File: src/rtl/define.sv
// define.sv: shared access-width codes used by the decode path and the LSU.
`ifndef LSU_DEFINE_SV
`define LSU_DEFINE_SV
`define MEM_B  3'b000
`define MEM_H  3'b001
`define MEM_W  3'b010
`define MEM_BU 3'b100
`define MEM_HU 3'b101
`endif

File: src/rtl/lsu_pkg.sv
// lsu_pkg: FSM state encoding and byte-enable constants for the LSU.
package lsu_pkg;
   typedef enum logic [1:0] {IDLE, REQ, RESP} state_t;
   localparam logic [3:0] BE_B = 4'b0001;
   localparam logic [3:0] BE_H = 4'b0011;
   localparam logic [3:0] BE_W = 4'b1111;
endpackage

File: src/rtl/lsu_extend.sv
// lsu_extend: selects the addressed lane of a read word and sign/zero-extends it.
`include "define.sv"
module lsu_extend (
   input  logic [2:0]  ctrl,
   input  logic [1:0]  off,
   input  logic [31:0] rdata,
   output logic [31:0] data
);
   logic [7:0]  b;
   logic [15:0] h;
   always_comb begin
      b    = rdata[{off, 3'b000} +: 8];
      h    = off[1] ? rdata[31:16] : rdata[15:0];
      data = ctrl == `MEM_B  ? {{24{b[7]}}, b} :
             ctrl == `MEM_BU ? {24'b0, b} :
             ctrl == `MEM_H  ? {{16{h[15]}}, h} :
             ctrl == `MEM_HU ? {16'b0, h} : rdata;
   end
endmodule

File: src/rtl/lsu.sv
// lsu: load/store unit bridging the pipeline to a req/ack bus with timeout.
// Define LSU_MISALIGN_TRAP_EN to fault misaligned H/W accesses instead of aligning them.
`include "define.sv"
module lsu
   import lsu_pkg::*;
#(
   parameter int WAIT_TIMEOUT = 16
) (
   input  logic        clk,
   input  logic        rst_n,
   input  logic        mem_read_i,
   input  logic        mem_write_i,
   input  logic [2:0]  mem_ctrl_i,
   input  logic [31:0] addr_i,
   input  logic [31:0] wdata_i,
   output logic [31:0] rdata_o,
   output logic        busy_o,
   output logic        done_o,
   output logic        err_o,
   output logic        fault_o,
   output logic        bus_req_o,
   output logic        bus_we_o,
   output logic [31:0] bus_addr_o,
   output logic [3:0]  bus_be_o,
   output logic [31:0] bus_wdata_o,
   input  logic        bus_ack_i,
   input  logic [31:0] bus_rdata_i
);
   state_t      state, state_nx;
   logic [31:0] cnt;
   logic [2:0]  ctrl_q;
   logic [1:0]  off_q;
   logic [31:0] ext;
   logic        req, hw, bt, mis, tmo;
   logic [3:0]  be;
   logic [31:0] wd;

   assign req = mem_read_i | mem_write_i;
   assign hw  = mem_ctrl_i == `MEM_H || mem_ctrl_i == `MEM_HU;
   assign bt  = mem_ctrl_i == `MEM_B || mem_ctrl_i == `MEM_BU;
`ifdef LSU_MISALIGN_TRAP_EN
   assign mis = hw ? addr_i[0] : !bt && addr_i[1:0] != 2'b00;
`else
   assign mis = 1'b0;
`endif
   // undefined width codes fall through to full-word behaviour
   assign be  = bt ? BE_B << addr_i[1:0] : hw ? BE_H << {addr_i[1], 1'b0} : BE_W;
   assign wd  = bt ? {4{wdata_i[7:0]}} : hw ? {2{wdata_i[15:0]}} : wdata_i;
   assign tmo = cnt == 32'(WAIT_TIMEOUT - 1);

   lsu_extend u_ext (
      .ctrl  (ctrl_q),
      .off   (off_q),
      .rdata (bus_rdata_i),
      .data  (ext)
   );

   always_ff @(posedge clk or negedge rst_n)
      if (!rst_n) state <= IDLE;
      else        state <= state_nx;

   always_comb begin
      state_nx = state;
      busy_o   = state == REQ || (state == IDLE && req);
      done_o   = state == RESP;
      state_nx = state == IDLE ? (req ? (mis ? RESP : REQ) : IDLE) :
                 state == REQ  ? (bus_ack_i || tmo ? RESP : REQ) : IDLE;
   end

   always_ff @(posedge clk or negedge rst_n)
      if (!rst_n) begin
         cnt         <= '0;
         ctrl_q      <= '0;
         off_q       <= '0;
         rdata_o     <= '0;
         err_o       <= 1'b0;
         fault_o     <= 1'b0;
         bus_req_o   <= 1'b0;
         bus_we_o    <= 1'b0;
         bus_addr_o  <= '0;
         bus_be_o    <= '0;
         bus_wdata_o <= '0;
      end else if (state == IDLE && req) begin
         cnt         <= '0;
         ctrl_q      <= mem_ctrl_i;
         off_q       <= addr_i[1:0];
         fault_o     <= mis;
         bus_req_o   <= !mis;
         bus_we_o    <= mem_write_i;
         bus_addr_o  <= {addr_i[31:2], 2'b00};
         bus_be_o    <= be;
         bus_wdata_o <= wd;
      end else if (state == REQ) begin
         cnt <= cnt + 32'd1;
         if (bus_ack_i || tmo) begin
            bus_req_o <= 1'b0;
            err_o     <= !bus_ack_i;
            rdata_o   <= bus_ack_i && !bus_we_o ? ext : '0;
         end
      end else if (state == RESP) begin
         rdata_o <= '0;
         err_o   <= 1'b0;
         fault_o <= 1'b0;
      end
endmodule

File: config.mk
export PLATFORM = sky130hd
export DESIGN_NAME = lsu
export DESIGN_NICKNAME = d
export VERILOG_FILES = /design/src/rtl/lsu_pkg.sv /design/src/rtl/lsu_extend.sv /design/src/rtl/lsu.sv
export VERILOG_INCLUDE_DIRS = /design/src /design/src/rtl
export SDC_FILE = /design/constraint.sdc
export NUM_CORES = 1
export LEC_CHECK = 0
export BUFFER_PORTS_ARGS = -buffer_cell sky130_fd_sc_hd__buf_2
export CAP_MARGIN = 5
export CELL_PAD_IN_SITES_DETAIL_PLACEMENT = 1
export CELL_PAD_IN_SITES_GLOBAL_PLACEMENT = 2
export CORE_ASPECT_RATIO = 2
export CORE_MARGIN = 4
export CORE_UTILIZATION = 30
export DETAILED_ROUTE_END_ITERATION = 7
export PLACE_DENSITY = 0.82
export SYNTH_ARGS = -nofsm -noshare
export SYNTH_HDL_FRONTEND = slang
export SYNTH_SLANG_ARGS = --single-unit
File: constraint.sdc
create_clock -name clk -period 4.1 [get_ports clk]
set_clock_uncertainty 0.1 [all_clocks]
set_input_delay 0.82 -clock clk [delete_from_list [all_inputs] [get_ports clk]]
set_output_delay 0.82 -clock clk [all_outputs]
set_load 0.02 [all_outputs]
== Word-level counts from Yosys, hierarchy flattened ==
Cells that the tools add are included.
W data, S select, Z words.

* Bits in registers: 141
* Input bits: 104
* Output and inout port bits: 106

* Bitwise gates (word level): 2
* Multiplexer cells: 27
* Shift operators: 3
* Reductions and logical operators: 18
* Equality and inequality tests: 11
* $add $sub $neg: 1

{| class="wikitable"
|+ Operators with widths
! cell !! count
|-
| $mux W32 || 12
|-
| $add A32 B1 Y32 const B || 1
|-
| $eq A32 B4 Y1 const B || 1
|-
| $shiftx A32 B6 Y8 || 1
|-
| $mux W16 || 1
|-
| $eq A3 B3 Y1 const B || 4
|-
| $mux W1 || 9
|-
| $mux W4 || 2
|-
| $reduce_bool A2 Y1 || 4
|-
| $eq A3 B1 Y1 const B || 2
|-
| $logic_not A3 Y1 || 2
|-
| $mux W2 || 3
|-
| $logic_or A1 B1 Y1 || 4
|-
| $ne A2 B1 Y1 const B || 2
|-
| $reduce_and A2 Y1 || 2
|-
| $shl A1 B2 Y4 const A || 1
|-
| $shl A2 B2 Y4 const A || 1
|-
| $reduce_and A3 Y1 || 1
|-
| $eq A2 B1 Y1 const B || 1
|-
| $eq A2 B2 Y1 const B || 1
|-
| $logic_and A1 B1 Y1 || 2
|-
| $logic_not A1 Y1 || 2
|-
| $logic_not A2 Y1 || 1
|-
| $not A1 Y1 || 1
|-
| $or A1 B1 Y1 || 1
|}

== Longest topological paths before layout ==
* Word-level depth: 8
* Mapped depth: 9
* Depth with buffers taken out: 6

== By module ==
A second synthesis with hierarchy kept.

* Cells, all modules: 812
* Area total of the unflattened synthesis: 7,318.3 um^2

{| class="wikitable"
|+ By module, submodules not included
! module !! area each (um^2) !! instances !! cells each
|-
| lsu || 6,387.4 || 1 || 685
|-
| lsu_extend || 930.9 || 1 || 127
|}

== Worst setup path after synthesis ==
OpenSTA, ideal clock, no wires.

* Kind: input-to-output
* From: input port mem_write_i
* To: output port busy_o
* Stages: 4
* Arrival: 1.937 ns
* Required time: 3.180 ns
* Slack: 1.243 ns
* Cells stage by stage: o21ai_1 > clkbuf_1 > clkbuf_1 > nand2_1

* Longest elaborated chain between the ends: 3

{| class="wikitable"
|+ RTL lines
! what !! line !! RTL
|-
| start, declared || lsu.sv:12 || <nowiki>input logic mem_write_i,</nowiki>
|-
| $or A1 B1 Y1 || lsu.sv:38 || <nowiki>assign req = mem_read_i | mem_write_i;</nowiki>
|-
| $logic_and A1 B1 Y1 || lsu.sv:64 || <nowiki>busy_o = state == REQ || (state == IDLE && req);</nowiki>
|-
| $logic_or A1 B1 Y1 || lsu.sv:64 ||
|-
| end, declared || lsu.sv:17 || <nowiki>output logic busy_o,</nowiki>
|}

Every way passes these cells.

== Worst setup path in the final report ==
* From: register off_q[0]
* To: register rdata_o[17]

* Longest elaborated chain between the ends: 5

{| class="wikitable"
|+ RTL lines
! what !! line !! RTL
|-
| start, declared || lsu.sv:32 || <nowiki>logic [1:0] off_q;</nowiki>
|-
| start signal, assigned || lsu.sv:86 || <nowiki>off_q <= addr_i[1:0];</nowiki>
|-
| $shiftx A32 B6 Y8 || lsu_extend.sv:12 || <nowiki>b = rdata[{off, 3'b000} +: 8];</nowiki>
|-
| $mux W32 || lsu_extend.sv:14 || <nowiki>data = ctrl == `MEM_B ? {{24{b[7]}}, b} :</nowiki>
|-
| $mux W32 || lsu.sv:98 || <nowiki>rdata_o <= bus_ack_i && !bus_we_o ? ext : '0;</nowiki>
|-
| $mux W32 || lsu.sv:95 || <nowiki>if (bus_ack_i || tmo) begin</nowiki>
|-
| $mux W32 || lsu.sv:93 || <nowiki>end else if (state == REQ) begin</nowiki>
|-
| end signal, assigned || lsu.sv:98 ||
|-
| end, declared || lsu.sv:16 || <nowiki>output logic [31:0] rdata_o,</nowiki>
|}

Every way passes these cells. The select of a mux whose other input is x is not followed.
A chain may end at the register's enable or synchronous reset.

==> out/qor.yml <==
cts_htree_levels: 4
ys_warn_count: 0
portBuffers: 206
vias: 6628
cts_hold_buf: 0
ys_types: 49
core_area_mm2: 0.02333
setup_violations: 0
clock_sinks: 140
max-slew-margin-rel_pct: 34.93
fillCellCount: 2797
final_common_cell: "nand2_1"
post_cts_resized: 0
cp.required_ns: 4.31
die_h_um: 226.1
drv_slew: 0
p_total_mw: 6.748
syn_area_mm2: 0.007134
fin_crit_sh_pct: 67.86
antenna_found_initial: 1
seq_area_frac_synth_pct: 49.11
routed_via_density: 5.223
avgSynthCellArea_um2: 9.031
ys_ff_latch: 140
post_cts_buffers: 0
track_usage_pct: 20.15
drive_gt1_share_pct: 27.11
fmax_mhz: 359.4
crit_arrival_ns: 2.99
grt_pass1_wl_um: 40410
routabilityCongestion: 0.9218
ant_nets: 0
synth-edff-count: 0
post_drt_wl_per_cell_um: 20.52
grt_max_degree: 96
power.density_mw_per_mm2: 747.2
hold_ws_ns: 0.3257
path_clk_slew_ns: 0.06
die_area_mm2: 0.02646
synthArstFlopShare_pct: 100.0
critPathCaptureType: "register"
io_pins: 210
path_max_fanout: 9
worstMarginPinSlew_ns: 0.9760
power.leakage_nw: 4.307
start_util_pct: 30.58
ys.flop_type: "dfrtp_1"
outcome: "finished, final reports clean"
cp-start-kind: "register"
die_w_um: 117.0
first_global_vias: 7172
clk_latency_ns: 0.45
hold_viol: 0
hold_class: "input pin to async pin"
min_period_ns: 2.782
rows: 79
drt_iter0_drc: 371
vdd_ir_drop_max_mv: 0.4154
postSynthCellCount: 790
nets: 1080
cts_tree: "built"
ctsLongestPathBuffers: 2
area_growth_syn_to_layout_pct: 26.59
rsz0062_at_grt: "false"
firstDrtPassIters: 4
layout_common_cells: "211 x nand2_1, 205 x buf_2, 140 x dfrtp_1, 39 x nor2_1, 39 x a21oi_1"
drt-total-wl_um: 26040
worst-setup-path-type: "register to register"
root_buffer: "clkbuf_16"
maxCapViolCount: 0
dp_hpwl_um: 19500
drc: 0
cts_buffers: 17
gr-total-overflow: 0
fin_tns_setup_ns: 0
[stage by stage]
step | setup slack, ns | std cells | cell area [µm²] | utilization, %
floorplan | 1.243 | 792 | 7142 | -
CTS | 1.289 | 1268 | 9029 | 38.70
global placement | 1.259 | 1236 | 8408 | 36.04
global route | 1.170 | 1268 | 9029 | 38.70
finish | 1.318 | 1269 | 9031 | 38.71
detailed placement | 1.192 | 1236 | 8408 | 36.04
[synth_stat cells, types with 2 or more instances]
library cell,instances,share of area [%]
nand4_1,9,0.79
a31o_2,3,0.37
mux2i_1,25,3.5
and4_1,4,0.49
nand2b_1,4,0.35
nor4_1,9,0.79
clkbuf_1,41,2.2
or4_1,11,1.2
a2111o_1,7,1.1
buf_2,5,0.35
buf_4,3,0.32
o21ai_0,34,2.4
nor2_1,39,2.1
xor2_1,6,0.74
dfrtp_1,140,49
o22ai_1,10,0.88
nor2b_1,9,0.79
nand2_1,211,11
nor3_1,13,0.91
mux4_2,8,2.5
ha_1,4,0.70
nand3_1,20,1.4
a21oi_1,39,2.7
o21a_1,2,0.21
xnor2_1,8,0.98
inv_1,37,1.9
a41o_1,7,0.98
buf_1,4,0.21
and3_1,5,0.44
o31ai_1,11,1.2
o221ai_1,17,2.1
or4_4,2,0.32
o211ai_1,20,2.1
o21bai_1,2,0.21
o22a_1,3,0.37
a31oi_1,5,0.44
[sequential cells by signal, summed over array words and instances (netlist names)]
register,flops
bus_wdata_o,32
off_q,2
cnt,32
bus_be_o,4
state,2
bus_req_o,1
rdata_o,32
err_o,1
bus_addr_o,30
bus_we_o,1
ctrl_q,3
[final timing paths]
path,start,end,slack (ns),cells past startpoint
setup / recovery,off_q[0],rdata_o[17],1.32,4
hold / removal,rst_n,rdata_o[1],0.33,1
setup reg to reg,off_q[0],rdata_o[17],1.32,4
hold reg to reg,bus_addr_o[14],bus_addr_o[14],0.37,2
max in group asynchronous,rst_n,bus_addr_o[29],2.81,2
min in group clk,bus_addr_o[14],bus_addr_o[14],0.37,2
[cell type report]
cell class | instances | area (µm²) | area share [%]
clock buffer | 18 | 439.2 | 4.863
sequential | 140 | 3503 | 38.79
tap | 283 | 354.1 | 3.921
timing repair buffer | 215 | 1117 | 12.37
inverter | 37 | 138.9 | 1.538
antenna | 1 | 2.502 | 0.02771
clock inverter | 14 | 181.4 | 2.009
multi-input combinational | 561 | 3294 | 36.48
[kinds of logic after synthesis]
kind of cell               after synthesis  share of synthesized area [%]
AOI/OAI and AO/OA                      163                          15.45
xor gates and xnor gates                14                          1.719
adders and majority gates                4                         0.7015
buffers and inverters                   91                          5.138
DFF                                    140                          49.11
muxes                                   34                          6.191
other                                    1                        0.05256
and+or+nand+nor                        343                          21.64
[layer usage]
layer,GRT usage [%],vias up,routed length [µm]
li1,-,3128,-
met1,20.14,3255,8953
met2,37.78,195,14730
met3,4.773,48,1271
met4,9.704,2,1065
met5,0,-,20
[critical path, stage by stage, from the launching register on]
cell,delay [ns]
dfrtp_1,0.72
mux4_2,0.65
o41ai_2,0.73
buf_4,0.29
o221ai_1,0.14
[where the power goes]
part	leakage (nW)	total, mW	switching, mW	internal [mW]
Clock	0.302	1.66	0.669	0.986
Combinational	2.20	2.86	1.96	0.902
Sequential	1.80	2.23	0.376	1.85
Total	4.31	6.75	3.01	3.74
Note: power is estimated with default switching activity, not from simulation.
